<file path="config.mk">
export PLATFORM = sky130hd
export DESIGN_NAME = uart_tx_arbiter_flat
export DESIGN_NICKNAME = d
export VERILOG_FILES = /design/src/rtl/uart_pkg.sv /design/src/rtl/uart_tx_arbiter_if.sv /design/src/rtl/uart_tx_arbiter_rr_pick.sv /design/src/rtl/uart_tx_arbiter.sv /design/src/flat_wrapper.sv
export SDC_FILE = /design/constraint.sdc
export NUM_CORES = 1
export LEC_CHECK = 0
export BUFFER_PORTS_ARGS = -buffer_cell sky130_fd_sc_hd__buf_2
export CAP_MARGIN = 5
export CORE_ASPECT_RATIO = 0.8
export CORE_MARGIN = 8
export CORE_UTILIZATION = 35
export CTS_BUF_LIST = sky130_fd_sc_hd__clkbuf_4 sky130_fd_sc_hd__clkbuf_8
export CTS_CLUSTER_SIZE = 20
export DETAILED_ROUTE_END_ITERATION = 8
export GPL_TIMING_DRIVEN = 0
export PLACE_DENSITY = 0.69
export SYNTH_ARGS = -nofsm -noshare
export SYNTH_HDL_FRONTEND = slang
export SYNTH_SLANG_ARGS = --single-unit
</file>
<file path="constraint.sdc">
create_clock -name clk -period 1.6 [get_ports clk]
set_input_delay 0.16 -clock clk [delete_from_list [all_inputs] [get_ports clk]]
set_output_delay 0.16 -clock clk [all_outputs]
set_load 0.05 [all_outputs]
</file>
<file path="src/rtl/uart_pkg.sv">
// Shared types and constants for the UART transmit arbiter and its helpers.
package uart_pkg;

  localparam int UART_BYTE_W = 8;
  localparam int MAX_REQ     = 8;
  localparam int IDX_W       = 3;

  typedef enum logic [1:0] {
    IDLE  = 2'd0,
    ISSUE = 2'd1,
    HOLD  = 2'd2,
    DRAIN = 2'd3
  } arb_state_e;

  // Successor of a requester index, wrapping at n.
  function automatic logic [IDX_W-1:0] wrap_inc(input logic [IDX_W-1:0] idx,
                                                input int unsigned      n);
    return ((32'(idx) + 32'd1) >= n) ? '0 : idx + 1'b1;
  endfunction

endpackage

</file>
<file path="src/rtl/uart_tx_arbiter_if.sv">
// Requester/uart_tx bundle around the arbiter. With UART_TX_ARBITER_TIMEOUT_EN
// defined the bundle also carries the owner-stall timeout_pulse.
interface uart_tx_arbiter_if #(
  parameter int NUM_REQ = 4
);
  import uart_pkg::*;

  logic [NUM_REQ-1:0]             req;
  logic [UART_BYTE_W*NUM_REQ-1:0] req_data;
  logic [NUM_REQ-1:0]             req_last;
  logic [NUM_REQ-1:0]             ack;
  logic [IDX_W-1:0]               owner;
  logic                           busy;
  logic [UART_BYTE_W-1:0]         tx_data;
  logic                           tx_en;
  logic                           tx_busy;

`ifdef UART_TX_ARBITER_TIMEOUT_EN
  logic                           timeout_pulse;

  modport slave (
    input  req, req_data, req_last, tx_busy,
    output ack, owner, busy, tx_data, tx_en, timeout_pulse
  );

  modport master (
    output req, req_data, req_last, tx_busy,
    input  ack, owner, busy, tx_data, tx_en, timeout_pulse
  );
`else
  modport slave (
    input  req, req_data, req_last, tx_busy,
    output ack, owner, busy, tx_data, tx_en
  );

  modport master (
    output req, req_data, req_last, tx_busy,
    input  ack, owner, busy, tx_data, tx_en
  );
`endif

endinterface

</file>
<file path="src/rtl/uart_tx_arbiter_rr_pick.sv">
// Combinational round-robin picker: first asserted request at or after ptr_i,
// wrapping modulo NUM_REQ.
module rr_pick
  import uart_pkg::*;
#(
  parameter int NUM_REQ = 4
) (
  input  logic [NUM_REQ-1:0] req_i,
  input  logic [IDX_W-1:0]   ptr_i,
  output logic               hit_o,
  output logic [IDX_W-1:0]   idx_o
);

  logic [MAX_REQ-1:0] req_ext;

  assign req_ext = MAX_REQ'(req_i);

  // Walk from the farthest candidate back so the closest hit to ptr_i wins.
  always_comb begin
    hit_o = 1'b0;
    idx_o = '0;
    for (int i = NUM_REQ - 1; i >= 0; i--) begin
      if (req_ext[IDX_W'((32'(ptr_i) + 32'(i)) % NUM_REQ)]) begin
        hit_o = 1'b1;
        idx_o = IDX_W'((32'(ptr_i) + 32'(i)) % NUM_REQ);
      end
    end
  end

endmodule

</file>
<file path="src/rtl/uart_tx_arbiter.sv">
// Message-granular round-robin arbiter sharing one uart_tx among NUM_REQ
// byte-stream requesters. UART_TX_ARBITER_TIMEOUT_EN adds an owner-stall timeout.
module uart_tx_arbiter
  import uart_pkg::*;
#(
  parameter int NUM_REQ        = 4,
  parameter int TIMEOUT_CYCLES = 255
) (
  input  logic             clk,
  input  logic             rst_n,
  uart_tx_arbiter_if.slave bus
);

  if (NUM_REQ < 2 || NUM_REQ > MAX_REQ || TIMEOUT_CYCLES < 1) begin : g_bad_cfg
    $error("uart_tx_arbiter: NUM_REQ must be 2..8 and TIMEOUT_CYCLES >= 1");
  end

  arb_state_e             state_q, state_d;
  logic [IDX_W-1:0]       owner_q, owner_d;
  logic [IDX_W-1:0]       rr_ptr_q, rr_ptr_d;
  logic                   busy_q, busy_d;
  logic                   last_q, last_d;
  logic                   tx_en_q, tx_en_d;
  logic [UART_BYTE_W-1:0] tx_data_q, tx_data_d;
  logic [NUM_REQ-1:0]     ack_q, ack_d;

  // Requester vectors padded to the full index range so owner_q indexes cleanly.
  logic [MAX_REQ-1:0]             req_ext;
  logic [MAX_REQ-1:0]             last_ext;
  logic [UART_BYTE_W*MAX_REQ-1:0] data_ext;
  logic                           pick_hit;
  logic [IDX_W-1:0]               pick_idx;

`ifdef UART_TX_ARBITER_TIMEOUT_EN
  localparam int STALL_W = ($clog2(TIMEOUT_CYCLES + 1) > 8) ? $clog2(TIMEOUT_CYCLES + 1) : 8;

  logic [STALL_W-1:0] stall_q, stall_d;
  logic               timeout_q, timeout_d;
`endif

  assign req_ext  = MAX_REQ'(bus.req);
  assign last_ext = MAX_REQ'(bus.req_last);
  assign data_ext = (UART_BYTE_W*MAX_REQ)'(bus.req_data);

  rr_pick #(
    .NUM_REQ (NUM_REQ)
  ) u_rr_pick (
    .req_i (bus.req),
    .ptr_i (rr_ptr_q),
    .hit_o (pick_hit),
    .idx_o (pick_idx)
  );

  always_comb begin
    state_d   = state_q;
    owner_d   = owner_q;
    rr_ptr_d  = rr_ptr_q;
    busy_d    = busy_q;
    last_d    = last_q;
    tx_data_d = tx_data_q;
    tx_en_d   = 1'b0;
    ack_d     = '0;
`ifdef UART_TX_ARBITER_TIMEOUT_EN
    stall_d   = stall_q;
    timeout_d = 1'b0;
`endif

    case (state_q)
      IDLE: begin
        if (pick_hit) begin
          owner_d = pick_idx;
          busy_d  = 1'b1;
          state_d = ISSUE;
`ifdef UART_TX_ARBITER_TIMEOUT_EN
          stall_d = '0;
`endif
        end
      end

      ISSUE: begin
        if (req_ext[owner_q] && !bus.tx_busy) begin
          tx_data_d = data_ext[{owner_q, 3'b000} +: UART_BYTE_W];
          tx_en_d   = 1'b1;
          ack_d     = NUM_REQ'(1 << owner_q);
          last_d    = last_ext[owner_q];
          state_d   = HOLD;
        end
`ifdef UART_TX_ARBITER_TIMEOUT_EN
        // An owner that stops offering bytes is evicted without a tx_en.
        else if (!req_ext[owner_q]) begin
          if (stall_q == STALL_W'(TIMEOUT_CYCLES - 1)) begin
            timeout_d = 1'b1;
            state_d   = DRAIN;
          end else begin
            stall_d = stall_q + 1'b1;
          end
        end
`endif
      end

      // uart_tx needs this cycle to raise tx_busy, so it is not consulted here.
      HOLD: begin
        state_d = last_q ? DRAIN : ISSUE;
`ifdef UART_TX_ARBITER_TIMEOUT_EN
        stall_d = '0;
`endif
      end

      DRAIN: begin
        if (!bus.tx_busy) begin
          busy_d   = 1'b0;
          rr_ptr_d = wrap_inc(owner_q, NUM_REQ);
          state_d  = IDLE;
        end
      end

      default: state_d = IDLE;
    endcase
  end

  always_ff @(posedge clk) begin
    if (!rst_n) begin
      state_q   <= IDLE;
      owner_q   <= '0;
      rr_ptr_q  <= '0;
      busy_q    <= 1'b0;
      last_q    <= 1'b0;
      tx_data_q <= '0;
      tx_en_q   <= 1'b0;
      ack_q     <= '0;
`ifdef UART_TX_ARBITER_TIMEOUT_EN
      stall_q   <= '0;
      timeout_q <= 1'b0;
`endif
    end else begin
      state_q   <= state_d;
      owner_q   <= owner_d;
      rr_ptr_q  <= rr_ptr_d;
      busy_q    <= busy_d;
      last_q    <= last_d;
      tx_data_q <= tx_data_d;
      tx_en_q   <= tx_en_d;
      ack_q     <= ack_d;
`ifdef UART_TX_ARBITER_TIMEOUT_EN
      stall_q   <= stall_d;
      timeout_q <= timeout_d;
`endif
    end
  end

  assign bus.ack     = ack_q;
  assign bus.owner   = owner_q;
  assign bus.busy    = busy_q;
  assign bus.tx_data = tx_data_q;
  assign bus.tx_en   = tx_en_q;
`ifdef UART_TX_ARBITER_TIMEOUT_EN
  assign bus.timeout_pulse = timeout_q;
`endif

endmodule

</file>
<file path="src/flat_wrapper.sv">
// flat-port wrapper written by rule: the top's interface ports become plain ports
module uart_tx_arbiter_flat import uart_pkg::*;
#(
  parameter int NUM_REQ        = 4,
  parameter int TIMEOUT_CYCLES = 255
)
  (clk, rst_n, bus_req, bus_req_data, bus_req_last, bus_tx_busy, bus_ack, bus_owner, bus_busy, bus_tx_data, bus_tx_en);
  uart_tx_arbiter_if #(.NUM_REQ(NUM_REQ)) bus_i ();
  input  logic clk;
  input  logic rst_n;
  input wire logic [$bits(bus_i.req)-1:0] bus_req;
  input wire logic [$bits(bus_i.req_data)-1:0] bus_req_data;
  input wire logic [$bits(bus_i.req_last)-1:0] bus_req_last;
  input wire logic [$bits(bus_i.tx_busy)-1:0] bus_tx_busy;
  output wire logic [$bits(bus_i.ack)-1:0] bus_ack;
  output wire logic [$bits(bus_i.owner)-1:0] bus_owner;
  output wire logic [$bits(bus_i.busy)-1:0] bus_busy;
  output wire logic [$bits(bus_i.tx_data)-1:0] bus_tx_data;
  output wire logic [$bits(bus_i.tx_en)-1:0] bus_tx_en;
  assign bus_i.req = bus_req;
  assign bus_i.req_data = bus_req_data;
  assign bus_i.req_last = bus_req_last;
  assign bus_i.tx_busy = bus_tx_busy;
  assign bus_ack = bus_i.ack;
  assign bus_owner = bus_i.owner;
  assign bus_busy = bus_i.busy;
  assign bus_tx_data = bus_i.tx_data;
  assign bus_tx_en = bus_i.tx_en;
  uart_tx_arbiter #(.NUM_REQ(NUM_REQ), .TIMEOUT_CYCLES(TIMEOUT_CYCLES)) u_core (.clk(clk), .rst_n(rst_n), .bus(bus_i));
endmodule
</file>
-- Yosys cells after proc, flatten, opt, wreduce, memory -nomap -nowiden
Index checks and enable logic that the tools add are counted.
- output and inout bits: 17
- input bits: 43
- register bits: 22
- word-level logic and storage cells: 69
- add/subtract/negate cells: 5
- magnitude comparators: 6
- multiplexer cells: 30
- bitwise operators: 1
- reduce and logical (&&, ||, !) cells: 11
- shift-type cells: 2
- equality and inequality tests: 6
- operators by type and width (operator ; number):
    64-bit by 7-bit variable part select with 8-bit output ; 1
    32-bit by 3-bit greater-or-equal comparator with 1-bit output (second input constant) ; 1
    2-bit by 4-bit < comparator with 1-bit output (second input constant) ; 4
    1-bit 2-to-1 mux ; 13
    2-bit 2-to-1 mux ; 6
    3-bit 2-to-1 mux ; 3
    3-bit AND reduction ; 3
    1-bit binary-select mux with 2-bit select ; 4
    2-bit one-hot mux with 4 select lines ; 1
    2-bit AND reduction ; 4
    1-bit binary-select mux with 3-bit select ; 2
    2-bit by 1-bit adder with 2-bit output (second input constant) ; 2
    2-bit adder (second input constant) ; 2
    3-bit by 1-bit adder with 4-bit output (second input constant) ; 1
    2-bit == test (second input constant) ; 2
    3-bit by 4-bit < comparator with 1-bit output (second input constant) ; 1
    2-bit by 1-bit != test with 1-bit output (second input constant) ; 2
    1-bit by 3-bit << shifter with 4-bit output (first input constant) ; 1
    2-bit by 1-bit == test with 1-bit output (second input constant) ; 1
    2-bit logical NOT ; 1
    2-bit != test (second input constant) ; 1
    1-bit one-hot mux with 2 select lines ; 1
    2-bit nonzero test ; 1
    1-bit logical AND ; 1
    2 further kinds ; 2

-- Logic depth before layout (Yosys ltp)
Gate-level depths: netlist of run 1.
- depth after elaboration: 9
- mapped depth: 6
- depth with buffers taken out: 5

-- Cells and area by module
From an unflattened synthesis of run 1, not the netlist that was laid out.
- cell total of the unflattened synthesis: 122
- area, all modules: 1270.0 um^2
- modules (own cells, without submodules) (module ; area each (um^2) ; sequential area each (um^2) ; cells each ; instances):
    uart_tx_arbiter ; 1181.1 ; 460.4 ; 107 ; 1
    rr_pick ; 88.8 ; 0.0 ; 15 ; 1

-- Worst setup path before layout of run 1
Ideal clock, no wire load.
- path type: register to register
- start: register u_core.owner_q[0], in the netlist u_core.bus.owner[0]
- end: register u_core.tx_data_q[0], in the netlist u_core.bus.tx_data[0]
- required time: 1.472 ns
- stages on the path, launching flop included: 7
- library setup time: 0.128 ns
- path buffers: 2
- data arrival time: 1.831 ns
- period minus slack after synthesis: 1.958 ns
- slack: -0.358 ns
- cell sequence: dfxtp_1 > buf_6 > mux4_2 > nand3b_2 > buf_8 > mux2i_1 > nor2_1
- word-level cells in the longest chain between the ends: 4
- elaborated cells between the ends (all ways): 5
- classes of those cells: shift: 1; mux: 2; reduce/logical: 2
- RTL lines (what ; RTL line ; source):
    from (decl) ; uart_tx_arbiter.sv:19 ; logic [IDX_W-1:0] owner_q, owner_d;
    from (signal assigned) ; uart_tx_arbiter.sv:137 ; owner_q <= owner_d;
    parallel branches: the longest is 4 deep, another holds 64-bit by 7-bit variable part select with 8-bit output ; -- ;
    to (signal assigned) ; uart_tx_arbiter.sv:141 ; tx_data_q <= tx_data_d;
    to (decl) ; uart_tx_arbiter.sv:24 ; logic [UART_BYTE_W-1:0] tx_data_q, tx_data_d;
Several ways; the timed one is not identified. The select of a mux whose other input is x is not followed.
A chain may end at the register's enable or synchronous reset.

-- Worst setup path in the final report of run 1
- start: register u_core.owner_q[0], in the netlist u_core.bus.owner[0]
- end: register u_core.last_q
- word-level cells in the longest chain between the ends: 4
- elaborated cells between the ends (all ways): 6
- classes of those cells: mux: 4; reduce/logical: 2
- RTL lines (what ; RTL line ; source):
    1-bit binary-select mux with 3-bit select ; uart_tx_arbiter.sv:81 ; if (req_ext[owner_q] && !bus.tx_busy) begin
    1-bit 2-to-1 mux (implied by the code) ; uart_tx_arbiter.sv:81 ;
    1-bit logical AND ; uart_tx_arbiter.sv:81 ;
    2-bit AND reduction (no source line) ; -- ;
    to (signal assigned) ; uart_tx_arbiter.sv:140 ; last_q <= last_d;
    to (decl) ; uart_tx_arbiter.sv:22 ; logic last_q, last_d;
Parallel ways exist; a longest one is shown, timed or not. The select of a mux whose other input is x is not followed.

==> impl_summary.md, run 1 <==
Routing
The count of nets left with antenna violations once routing finished came out at 0. The first-pass iteration count of the detailed router is 4. The uppermost layer routed is met4. Wire segments on met3 add up to 190 µm in the final route. The detail-routed via count per cell is 4.91. The detailed-routed wire length on met2 is 1600 µm. After detailed routing, the wire length on met1 is 1370 µm.

The iteration-0 DRC count of the detailed router is 77. The total number of vias is 1022. The average routed wire per standard cell is 15.4 µm. The final layout contains routed wiring with a total length of 3190 µm. In the routed design, unresolved DRC markers number 0.

STA
Derived from the worst setup path, the maximum achievable clock frequency is 630 MHz. The worst path setup slack after routing is 0.0136 ns. Setup repair after global routing could not meet its margin everywhere.

Clock skew on the completed layout was measured at 0.00483 ns. In the finished design, the share of the clock period the worst path needs comes to 99.2%. The number of max-slew violations in the final report is 0.

The final hold violation count came to 0. After layout, the minimum clock period comes to 1.59 ns. Setup total negative slack on the finished layout was measured at 0 ns. Setup violations remaining at the end of the flow were counted as 0. The worst slack on hold paths is 0.179 ns.

Clocking
The tree is rooted in a clkbuf_8. The clock edge transition at the registers on the reported setup and hold paths is 0.08 ns. Counting along the longest clock path gives a buffer depth of 2. TritonCTS built the clock tree. The CTS buffer count is 3.

The maximum level of the CTS H-tree is 1. The clock net sink count is 21. The worst-skew pair later-pin latency is 0.26 ns. Buffers inserted to repair hold after CTS numbered 0.

Placed design
The count of buffers added on input and output ports is 58. The weighted congestion at the end of routability-driven global placement is 0.760. The setup slack at placement is -0.102 ns. The HPWL after detailed placement is 2510 µm.

Floorplan
The core footprint is 0.00304 mm². The top-level I/O count is 60. The floorplan die width is 78.5 µm.

Row generation in the floorplan step produced 18 rows. The area of the die is 0.00518 mm². The die boundary height is 66.0 µm. The initial core utilization is 36.0%.

Run status
The run finished with clean final reports.

Cells and area
The number of nets in the layout is 213. The layout cell share with drive strength beyond 1 is 47.6%. The layout has 300 filler cells. The layout overhead on the synthesized area is 41.4%. The number of antenna repair diodes is 0.

Yosys
The synthesis-stage register bit count is 21. The async set-or-reset flop fraction in the synthesized netlist is 0%. The main flop type after synthesis is dfxtp_1. The fraction of the yosys area taken by sequential cells is 38.4%. The unique cell type count in the Yosys netlist is 29. The net count of the mapped netlist is 146. Dividing the synthesized area by the synthesized cell count gives 10.7 µm². The synthesized cell area is 0.00109 mm².

The gate count after technology mapping is 102. The yosys synthesis warning count is 0. The number of flops mapped to enable cells by yosys is 0.

Worst setup path
The start-to-end type of the worst setup path is flop to flop. The source of the worst register-to-register timing path is u_core.bus.owner[0]. At the worst endpoint, the required time is 1.73 ns. STA classifies the critical path startpoint as a flop.

The worst reg2reg path endpoint is u_core.last_q. Along the worst path, the maximum fanout reaches 5. Measured in cells, the most critical reg-to-reg path has a length of 5. The worst register-to-register path has a setup slack of 0.01 ns.

The worst setup path is captured at a flop. For the worst setup path, the data arrival time is 1.71 ns.

Global routing
For this run, the total global-route usage over all layers was measured as 12.1%. The initial antenna violation count is 0. The via count of the first global-routing pass is 1113. The first global-routing pass estimated 5150 µm of wire. The pin count of the biggest net entering global routing is 12. The remaining global-route overflow is 0.

Power
In this run the power density over the cells is 783 mW/mm². The peak ir drop on the vdd network is 0.354 mV. The analysis attributes to cell leakage a power of 0.792 nW.

Worst hold path
The worst hold path terminates at u_core.state_q[0]. The instance count along the most critical hold path is 2. In this run the most critical hold path is launched from rst_n. The path type of the worst min-delay path is input port to flop.

Job
Max-cap violations in this run came to 0.
cells by family after synthesis:
| kind of cell | share of synthesized area (%) |
|---|---|
| flip-flops | 38.4 |
| multiplexers | 31.5 |
| buffers and inverters | 5.61 |
| AND/OR/NAND/NOR | 16.2 |
| adder cells (fa/ha/maj) | 1.14 |
| AO/OA/AOI/OAI | 6.75 |
| other | 0.343 |
flip-flops by register name, indices dropped and copies added, names as in the netlist:
name and cells:
u_core.bus.tx_data 8, u_core.last_q 1, u_core.bus.tx_en 1, u_core.bus.busy 1, u_core.bus.ack 4, u_core.bus.owner 2
u_core.rr_ptr_q 2, u_core.state_q 2
placed cells by master, fill, tap and decap left out, types with 2 or more instances in the layout:
master | synthesis | routed
buf_2 | 1 | 58
dfxtp_1 | 21 | 19
nor2_1 | 12 | 12
mux2i_1 | 10 | 10
nand2_1 | 9 | 9
a21oi_1 | 8 | 8
mux4_2 | 5 | 5
mux4_1 | 5 | 5
buf_4 | 1 | 5
inv_1 | 4 | 4
nand3_1 | 3 | 3
clkbuf_8 | 0 | 3
nand2b_1 | 2 | 2
clkbuf_4 | 0 | 2
and3_1 | 2 | 2
nor3b_1 | 2 | 2
o21ai_0 | 2 | 2
layer usage:
metal	vias to the layer above	GRT usage (%)
met5	-	0
met4	0	3.92
met3	2	2.99
met2	35	22.1
met1	481	13.6
li1	504	-
how the worst max path moves through the flow:
| stage | from | end | slack, ns | depth (start not counted) |
|---|---|---|---|---|
| after detailed placement | u_core.bus.owner[0] | u_core.last_q | -0.10 | 6 |
| after global placement | u_core.bus.owner[0] | u_core.bus.tx_data[4] | -0.06 | 6 |
| final | u_core.bus.owner[0] | u_core.last_q | 0.01 | 5 |
| after CTS | u_core.bus.owner[0] | u_core.last_q | 0.005 | 5 |
| after global routing | u_core.bus.owner[0] | u_core.last_q | -0.05 | 5 |
| after floorplan | u_core.bus.owner[0] | u_core.bus.tx_data[0] | -0.09 | 6 |
worst max-delay path, stage by stage (launching register included):
cell and delay [ns]:
dfxtp_4 0.36, mux4_2 0.55, nand3b_4 0.15, buf_8 0.14, mux2i_1 0.19, nor2_1 0.06
power breakdown:
part | switching (mW) | leakage [nW] | total [mW] | internal (mW)
Clock | 0.170 | 0.0262 | 0.364 | 0.194
Combinational | 0.153 | 0.594 | 0.289 | 0.135
Sequential | 0.0149 | 0.172 | 0.558 | 0.543
Yosys cell counts (2+ instances only):
cell / number / area share [%]
a21oi_1: 8 / 3.7
and3_1: 2 / 1.1
clkbuf_1: 2 / 0.69
dfxtp_1: 21 / 38
inv_1: 4 / 1.4
mux2i_1: 10 / 9.2
mux4_1: 5 / 12
mux4_2: 5 / 10
nand2_1: 9 / 3.1
nand2b_1: 2 / 1.1
nand3_1: 3 / 1.4
nor2_1: 12 / 4.1
nor3b_1: 2 / 1.4
o21ai_0: 2 / 0.92
final cells by class:
type | instances | area (µm²) | area share, %
multi-input cells | 71 | 621 | 40.1
clock buffers | 4 | 48.8 | 3.16
flip-flops and latches | 21 | 425 | 27.5
plain buffers | 5 | 38.8 | 2.51
inverters | 4 | 15.0 | 0.971
repair buffers | 63 | 348 | 22.5
well taps | 40 | 50.0 | 3.24
metrics by stage:
stage | instances | util [%] | area, µm² | total power [mW]
3_3_place_gp | 200 | 47.3 | 1440 | 0.831
4_1_cts | 207 | 50.5 | 1540 | 1.21
5_1_grt | 208 | 50.9 | 1550 | 1.27
6_report | 208 | 50.9 | 1550 | 1.21
3_5_place_dp | 200 | 47.3 | 1440 | 0.840
2_1_floorplan | 102 | - | 1100 | 0.747
timing repair:
| item | CTS | global route |
|---|---|---|
| cloned | 1 | 0 |
| endpoints found under the setup margin | 10 | 9 |
| buffers inserted | 4 | 1 |
| gates resized for setup | 2 | 3 |
No activity file was read; power rests on OpenSTA's default activity.
==> run 2: changes to the inputs <==
--- a/config.mk
+++ b/config.mk
@@ -15,6 +15,7 @@
 export DETAILED_ROUTE_END_ITERATION = 8
 export GPL_TIMING_DRIVEN = 0
 export PLACE_DENSITY = 0.69
+export SETUP_SLACK_MARGIN = 0.15
 export SYNTH_ARGS = -nofsm -noshare
 export SYNTH_HDL_FRONTEND = slang
 export SYNTH_SLANG_ARGS = --single-unit
==> run 2 against run 1 <==
Against the previous run:
- the flow now finishes with violations (setup timing)
- first-iteration DRC count is 53% lower
- core utilization rose by 2.7 points
- via count is 3.3% higher
- critical path depth is 1 higher
==> impl_summary.md, run 2 (synthesized netlist as in run 1, its figures left out) <==
Run status
The run finished, with violations left. The checks that failed: setup timing.

STA
The final hold violation count is 0 (unchanged). The final setup violation count is 12 (+12). The fmax is 585 MHz (-7.2%). Setup repair after global routing could not meet its margin everywhere. The number of max-slew violations in the final report is 0 (unchanged). The pin slew with the least headroom to its limit is 0.570 ns. The shortest period the worst path allows is 1.71 ns (+0.123 ns). The largest clock skew in the final design came to 0.00722 ns (+0.00239 ns). The fraction of the cycle the final worst path needs is 107% (+7.7 points). The worst path setup slack after routing came to -0.109 ns (-0.123 ns).

The worst slack on hold paths is 0.170 ns (-0.00888 ns). In this run the tightest slew margin relative to its limit is 62.0%.

Routing
The count of unresolved DRC violations after routing is 0 (unchanged). The total routed wirelength came to 3180 µm (-0.34%). The detail-routed via count per cell came to 5.00 (+1.9%). The number of nets with antenna violations after detailed routing is 0 (unchanged). The first-pass iteration count of the detailed router came to 4 (unchanged). The total number of vias is 1056 (+3.3%).

The average routed wire per standard cell is 15.1 µm (-1.8%). The iteration-0 DRC count of the detailed router is 36 (-53%).

Power
The combinational share of power is 25.0% (+1.1 points). The cell leakage power was 0.811 nW (+2.3%). The portion of total power attributed to sequential cells is 45.3% (-0.8 points). The overall power was 1.23 mW (+1.6%). The design internal power is 0.884 mW (+1.4%).

The switching power share of the total came to 28.1% (+0.20 points). The power density of the placed cells is 756 mW/mm² (-3.4%). The peak ir drop on the vdd network is 0.262 mV (-26%).

The switching power was 0.346 mW (+2.3%). The part of the total power dissipated in the clock network came to 29.7% (-0.4 points).

Clocking
The clock net sink count was 21 (unchanged). The maximum buffer depth of the clock tree is 2 (unchanged). The clock tree from TritonCTS is done.

The cell at the root of the clock tree is clkbuf_8. The clock edge transition at the registers on the reported setup and hold paths came to 0.08 ns (about the same). The CTS buffer count is 3 (unchanged). The maximum level of the CTS H-tree is 1 (unchanged). The worst-skew pair later-pin latency is 0.26 ns (about the same).

Global routing
The fraction of met1 tracks used by global routing is 14.1% (+0.56 points). The met2 usage is 20.1% (-2.0 points). The pin count of the biggest net entering global routing was 12 (unchanged). The via count of the first global-routing pass was 1048 (-5.8%). The remaining global-route overflow was 0 (unchanged). The layer with the highest usage after global routing is met2. The total routing usage reported by global routing was 12.0% (-0.14 points). The first-pass GRT wire length is 5010 µm (-2.7%).

The met3 usage in global routing was 3.80% (+0.82 points). The initial antenna violation count is 0 (unchanged).

Cells and area
The flip-flop count of the largest register, all copies and words added was 8 (unchanged). The number of nets in the layout was 216 (+1.4%). The top cell types in the final layout, fill and taps aside, are 58 x buf_2, 19 x dfxtp_1, 12 x nor2_1. The number of antenna repair diodes came to 0 (unchanged). Leaving out fill and tap cells, the most frequent cell in the layout is buf_2.

The layout cell share with drive strength beyond 1 came to 52.6% (+5.0 points). The number of standard cells in the final layout excluding fillers is 211 (+1.4%). The layout overhead on the synthesized area is 48.9%.

Floorplan
The floorplan die width came to 78.5 µm (unchanged). The row count is 18 (unchanged). The initial core utilization was 36.0% (unchanged). The top-level I/O count came to 60 (unchanged). The area of the die is 0.00518 mm² (unchanged). The core footprint is 0.00304 mm² (unchanged). The die boundary height came to 66.0 µm (unchanged).

Worst setup path
The largest stage delay on the critical path was 0.55 ns (about the same). The most frequent cell on the critical path is buf_8. The worst setup path is launched from a flop. For this design, the slowest cell found on the critical path is mux4_2. The signal on the critical path passes through buf_8, mux4_2, nand3b_4, buf_8, mux2i_1, nor2_1.

The element type at the critical path end is a flop. The data arrival at the endpoint of the critical path is 1.84 ns (+0.13 ns). The start-to-end type of the worst setup path is flop to flop. The worst endpoint required time is 1.73 ns (about the same). The maximum net fanout on the critical path is 5 (unchanged).

Job
The max-capacitance violation count came to 0 (unchanged).

Placed design
The number of input and output port buffers inserted is 58 (unchanged). The half-perimeter wire length after placement is 2440 µm (-2.9%). The weighted congestion at the end of routability-driven global placement is 0.747 (-1.7%).

The number of cells in the design after placement is 200 (unchanged).

Worst hold path
The path type of the worst min-delay path is input port to flop.
-- run 2: changes by cell type in the layout (fill, tap and decap cells not counted), sizes merged --
cell | before | now
buf | 65 | 69
clkbuf | 7 | 6
-- run 2: through the flow --
stage,utilization [%],setup slack (ns),setup TNS (ns),cell area (µm²)
floorplan,-,-0.0900,-0.845,1100
global placement,47.3,-0.0701,-0.575,1440
detailed placement,47.3,-0.139,-0.952,1440
CTS,52.4,-0.0969,-0.426,1590
global route,53.5,-0.170,-1.27,1630
finish,53.5,-0.109,-0.508,1630
-- run 2: routing by layer --
metal	up-vias	part of all wire, %	routed length, µm
met2	34	48	1530
met1	505	44	1410
li1	512	-	-
met5	-	0	0
met3	5	6.2	197
met4	0	1.3	42
-- run 2: final cells by class --
cell class	instances	area, µm²
Fill cell	288	1410
Clock buffer	4	48.8
Buffer	6	52.6
Sequential cell	21	425
Timing Repair Buffer	65	374
Tap cell	40	50.0
Multi-Input combinational cell	71	662
Inverter	4	15.0
-- run 2: worst paths after layout --
kind / startpoint / depth (start not counted) / endpoint / slack [ns]
setup / recovery: u_core.bus.owner[0] / 6 / u_core.bus.tx_data[1] / -0.11
hold / removal: rst_n / 3 / u_core.bus.owner[0] / 0.17
setup reg to reg: u_core.bus.owner[0] / 6 / u_core.bus.tx_data[1] / -0.11
hold reg to reg: u_core.bus.busy / 2 / u_core.bus.busy / 0.46
-- run 2: timing repair --
item                                    in CTS  in global routing
cloned                                       1                  0
buffers inserted                             5                  1
hold buffers                                 0                  0
pin swaps                                    1                  1
gates resized for setup                     11                  6
endpoints found under the setup margin      15                 17
-- run 2: critical path: cells and delay by family, from the launching register on --
| kind | cells | cell delay (ns) |
|---|---|---|
| buffers and inverters | 2 | 0.23 |
| flip-flops | 1 | 0.36 |
| multiplexers | 2 | 0.76 |
| AND/OR/NAND/NOR | 2 | 0.21 |
-- run 2: power by group through the flow --
| stage | Sequential, mW | Combinational [mW] | Clock [mW] |
|---|---|---|---|
| floorplan | 0.623 | 0.124 | 0 |
| global placement | 0.569 | 0.263 | 0 |
| detailed placement | 0.569 | 0.270 | 0 |
| CTS | 0.557 | 0.299 | 0.372 |
| global route | 0.560 | 0.330 | 0.388 |
| finish | 0.557 | 0.307 | 0.366 |
==> run 3: changes to the inputs <==
--- a/config.mk
+++ b/config.mk
@@ -5,6 +5,7 @@
 export SDC_FILE = /design/constraint.sdc
 export NUM_CORES = 1
 export LEC_CHECK = 0
+export ABC_AREA = 1
 export BUFFER_PORTS_ARGS = -buffer_cell sky130_fd_sc_hd__buf_2
 export CAP_MARGIN = 5
 export CORE_ASPECT_RATIO = 0.8
@@ -14,7 +15,7 @@
 export CTS_CLUSTER_SIZE = 20
 export DETAILED_ROUTE_END_ITERATION = 8
 export GPL_TIMING_DRIVEN = 0
-export PLACE_DENSITY = 0.69
+export PLACE_DENSITY = 0.66
 export SETUP_SLACK_MARGIN = 0.15
 export SYNTH_ARGS = -nofsm -noshare
 export SYNTH_HDL_FRONTEND = slang
==> run 3 against run 2 <==
Against the previous run:
- the flow now finishes without violations
- combinational power rose by 97%
- core utilization fell by 6.4 points
- critical endpoint is now u_core.bus.tx_data[5]
- worst hold slack improved by 0.036 ns
- non-clock buffer count did not move
- clock power fell by 5%
- final area rose by 7.3%
- largest cell class unchanged
- sequential share of layout area fell by 1.9 points
- area after synthesis rose by 20%
- clock skew fell by 0.0055 ns
- flip-flop and latch count did not move
- synthesized cell count rose by 100%
- critical path depth rose by 1
- largest power group is now combinational logic
==> impl_summary.md, run 3 <==
STA
The largest clock skew in the final design came to 0.00171 ns (-0.00551 ns). The final setup violation count was 0 (-12). The final hold violation count came to 0 (unchanged). The fmax came to 723 MHz (+24%). Setup repair after global routing could not meet its margin everywhere. The fraction of the cycle the final worst path needs is 86.5% (-20 points).

The number of max-slew violations in the final report was 0 (unchanged). The shortest period the worst path allows is 1.38 ns (-0.326 ns). The setup TNS is 0 ns (+0.508 ns). The worst slack on hold paths was 0.206 ns (+0.0360 ns).

Yosys
The synthesis-stage register bit count is 21 (unchanged). The yosys synthesis warning count is 0 (unchanged). The async set-or-reset flop fraction in the synthesized netlist is 0% (unchanged). The number of flops mapped to enable cells by yosys came to 0 (unchanged). The net count of the mapped netlist is 250 (+71%).

The fraction of synthesized cell area taken by the top area cell type is 31.9% (-6.5 points). The fraction of the yosys area taken by sequential cells is 31.9% (-6.5 points). The synthesized area per cell is 6.39 µm² (-40%). The unique cell type count in the Yosys netlist was 24 (-17%).

Yosys attributes the largest share of cell area to dfxtp_1 32%, nand2_1 9.7%, nor2_1 9.7%, o21ai_0 8.7%, a21oi_1 6.1%. The synthesized cell area was 0.00132 mm² (+20%). The most area-hungry cell type in the Yosys netlist is dfxtp_1.

The commonest cells after synthesis are 34 x nand2_1, 34 x nor2_1, 23 x o21ai_0. In the synthesized netlist the dominant register cell turns out to be dfxtp_1. The gate count after technology mapping is 206 (+100%).

Global routing
The remaining global-route overflow is 0 (unchanged). The initial antenna violation count is 0 (unchanged). After global routing, the most crowded layer is met2. The first-pass GRT wire length was 6420 µm (+28%). The via count of the first global-routing pass is 1380 (+32%). The pin count of the biggest net entering global routing is 13 (+1). The met2 usage was 19.4% (-0.77 points). The total routing usage reported by global routing was 13.0% (+1.1 points). The fraction of met1 tracks used by global routing is 17.6% (+3.5 points). The met3 usage in global routing came to 3.94% (+0.13 points).

Worst setup path
The start-to-end type of the worst setup path is flop to flop. The worst endpoint required time is 1.80 ns (+0.07 ns). The cell depth of the worst flop-to-flop path is 7 (+1).

The slack of the worst reg-to-reg path came to 0.22 ns (+0.33 ns). The element type at the critical path end is a flop. The data arrival at the endpoint of the critical path is 1.58 ns (-0.26 ns).

The maximum net fanout on the critical path came to 10 (+5). In this run the critical register-to-register path is captured at u_core.bus.tx_data[5]. The source of the worst register-to-register timing path is u_core.bus.owner[0]. The startpoint kind of the worst setup timing path is a flop.

Floorplan
The core footprint is 0.00370 mm² (+22%). The floorplan die width is 84.6 µm (+7.7%). The area of the die is 0.00599 mm² (+16%). The initial core utilization came to 35.5% (-0.43 points). The top-level I/O count is 60 (unchanged).

The die boundary height is 70.9 µm (+7.4%). The row count is 20 (+2).

Routing
The iteration-0 DRC count of the detailed router is 73 (+100%). The total number of vias was 1514 (+43%). The first-pass iteration count of the detailed router was 4 (unchanged). The total routed wirelength is 4020 µm (+26%). The average routed wire per standard cell is 12.8 µm (-15%). The detail-routed via count per cell is 4.84 (-3.4%). The count of unresolved DRC violations after routing is 0 (unchanged). The number of nets with antenna violations after detailed routing was 0 (unchanged).

Clocking
The clock tree from TritonCTS is done. The hold-fix buffer count after cts is 0 (unchanged). The clock edge transition at the registers on the reported setup and hold paths came to 0.08 ns (about the same).

The clock net sink count was 21 (unchanged). The CTS buffer count came to 3 (unchanged). The maximum level of the CTS H-tree is 1 (unchanged). The worst-skew pair later-pin latency is 0.26 ns (about the same). The maximum buffer depth of the clock tree is 2 (unchanged). CTS placed an instance of clkbuf_8 at the clock tree root.

Job
The max-capacitance violation count is 0 (unchanged).

Worst hold path
The startpoint identified for the worst hold timing path is rst_n. The instance count along the most critical hold path is 3 (unchanged). The destination of the worst hold path is u_core.bus.tx_data[6]. The path type of the worst min-delay path is input port to flop.

Cells and area
The library cell used most frequently in the layout, excluding fill and tap cells, is buf_2. The flip-flop count of the largest register, all copies and words added came to 8 (unchanged). Relative to the synthesized area, the layout overhead comes to 32.7%. The layout cell share with drive strength beyond 1 is 36.1% (-17 points). The number of filler instances in the final layout is 396 (+38%). The number of nets in the layout is 314 (+45%). The library cells used most frequently in the layout, excluding fill and tap cells, are 62 x buf_2, 34 x nand2_1, 34 x nor2_1.

The number of antenna repair diodes is 0 (unchanged). The post-layout instance area was 0.00175 mm² (+7.3%).

Placed design
The number of input and output port buffers inserted is 58 (unchanged). The half-perimeter wire length after placement is 3210 µm (+32%). The post-detailed-placement cell area was 0.00166 mm² (+16%). The weighted congestion at the end of routability-driven global placement came to 0.809 (+8.4%).

Power
The peak ir drop on the vdd network is 0.710 mV (+170%). The power density of the placed cells is 883 mW/mm² (+17%). The cell leakage power was 0.903 nW (+11%).

Run status
The flow ran to the end, and the final reports show no timing, DRC or antenna violations.
-- run 3: cell types whose count changed in the layout (fill, tap and decap cells not counted), sizes merged, moves of 8 or more --
cell and delta:
a21oi +8, o22ai +10, o21ai +33, mux4 -10, nor2 +24, nand2 +35, mux2i -10, inv +19
-- run 3: metal layers --
| layer | up-vias | part of all wire [%] | wire length, µm |
|---|---|---|---|
| li1 | 791 | - | - |
| met2 | 50 | 43 | 1740 |
| met1 | 669 | 49 | 1960 |
| met5 | - | 0 | 0 |
| met3 | 4 | 6.9 | 276 |
| met4 | 0 | 1.0 | 40 |
-- run 3: how the worst max path moves through the flow --
stage                        startpoint               endpoint  slack (ns)  cells past startpoint
floorplan           u_core.bus.owner[0]      u_core.bus.ack[2]        0.23                      8
global placement    u_core.bus.owner[1]  u_core.bus.tx_data[5]        0.22                      5
detailed placement  u_core.bus.owner[1]  u_core.bus.tx_data[6]        0.21                      5
CTS                 u_core.bus.owner[1]  u_core.bus.tx_data[6]        0.20                      5
global route         u_core.rr_ptr_q[0]    u_core.bus.owner[0]        0.12                     12
finish              u_core.bus.owner[0]  u_core.bus.tx_data[5]        0.22                      7
-- run 3: logic make-up after synthesis --
logic type	count (synthesis)	share of synthesized area, %
and+or+nand+nor	87	29.7
other	1	0.285
AOI/OAI and AO/OA	61	24.1
DFF	21	31.9
adders and majority gates	1	0.950
buffers and inverters	35	13.0
-- run 3: critical path, stage by stage (launching register included) --
cell and delay [ns]:
dfxtp_2 0.34, buf_6 0.13, inv_1 0.08, buf_2 0.20
nor2_1 0.07, o22ai_1 0.28, o21ai_1 0.12, a21oi_1 0.11
-- run 3: metrics by stage --
stage	power, mW	cells	utilization (%)	worst slack, ns
6_report	1.54	313	47.2	0.216
5_1_grt	1.65	313	47.2	0.124
4_1_cts	1.53	312	46.2	0.199
3_5_place_dp	1.18	308	44.9	0.212
3_3_place_gp	1.18	308	44.9	0.218
2_1_floorplan	1.01	206	-	0.234
-- run 3: report_power, final --
part	internal, mW	switching [mW]
clock network	0.173	0.174
logic	0.205	0.400
registers	0.564	0.0245
-- run 3: what timing repair did --
action / 4_1_cts / 5_1_grt
buffers inserted: 0 / 1
setup endpoints to repair: 0 / 16
resized for setup: 0 / 10
-- run 3: layout make-up --
type	instances	area [µm²]	area share, %
Tap cell	44	55.1	3.15
Multi-Input combinational cell	150	746	42.7
Timing Repair Buffer	59	298	17.0
Clock inverter	1	5.00	0.287
Sequential cell	21	424	24.3
Buffer	12	83.8	4.80
Clock buffer	3	41.3	2.36
Inverter	23	93.8	5.37
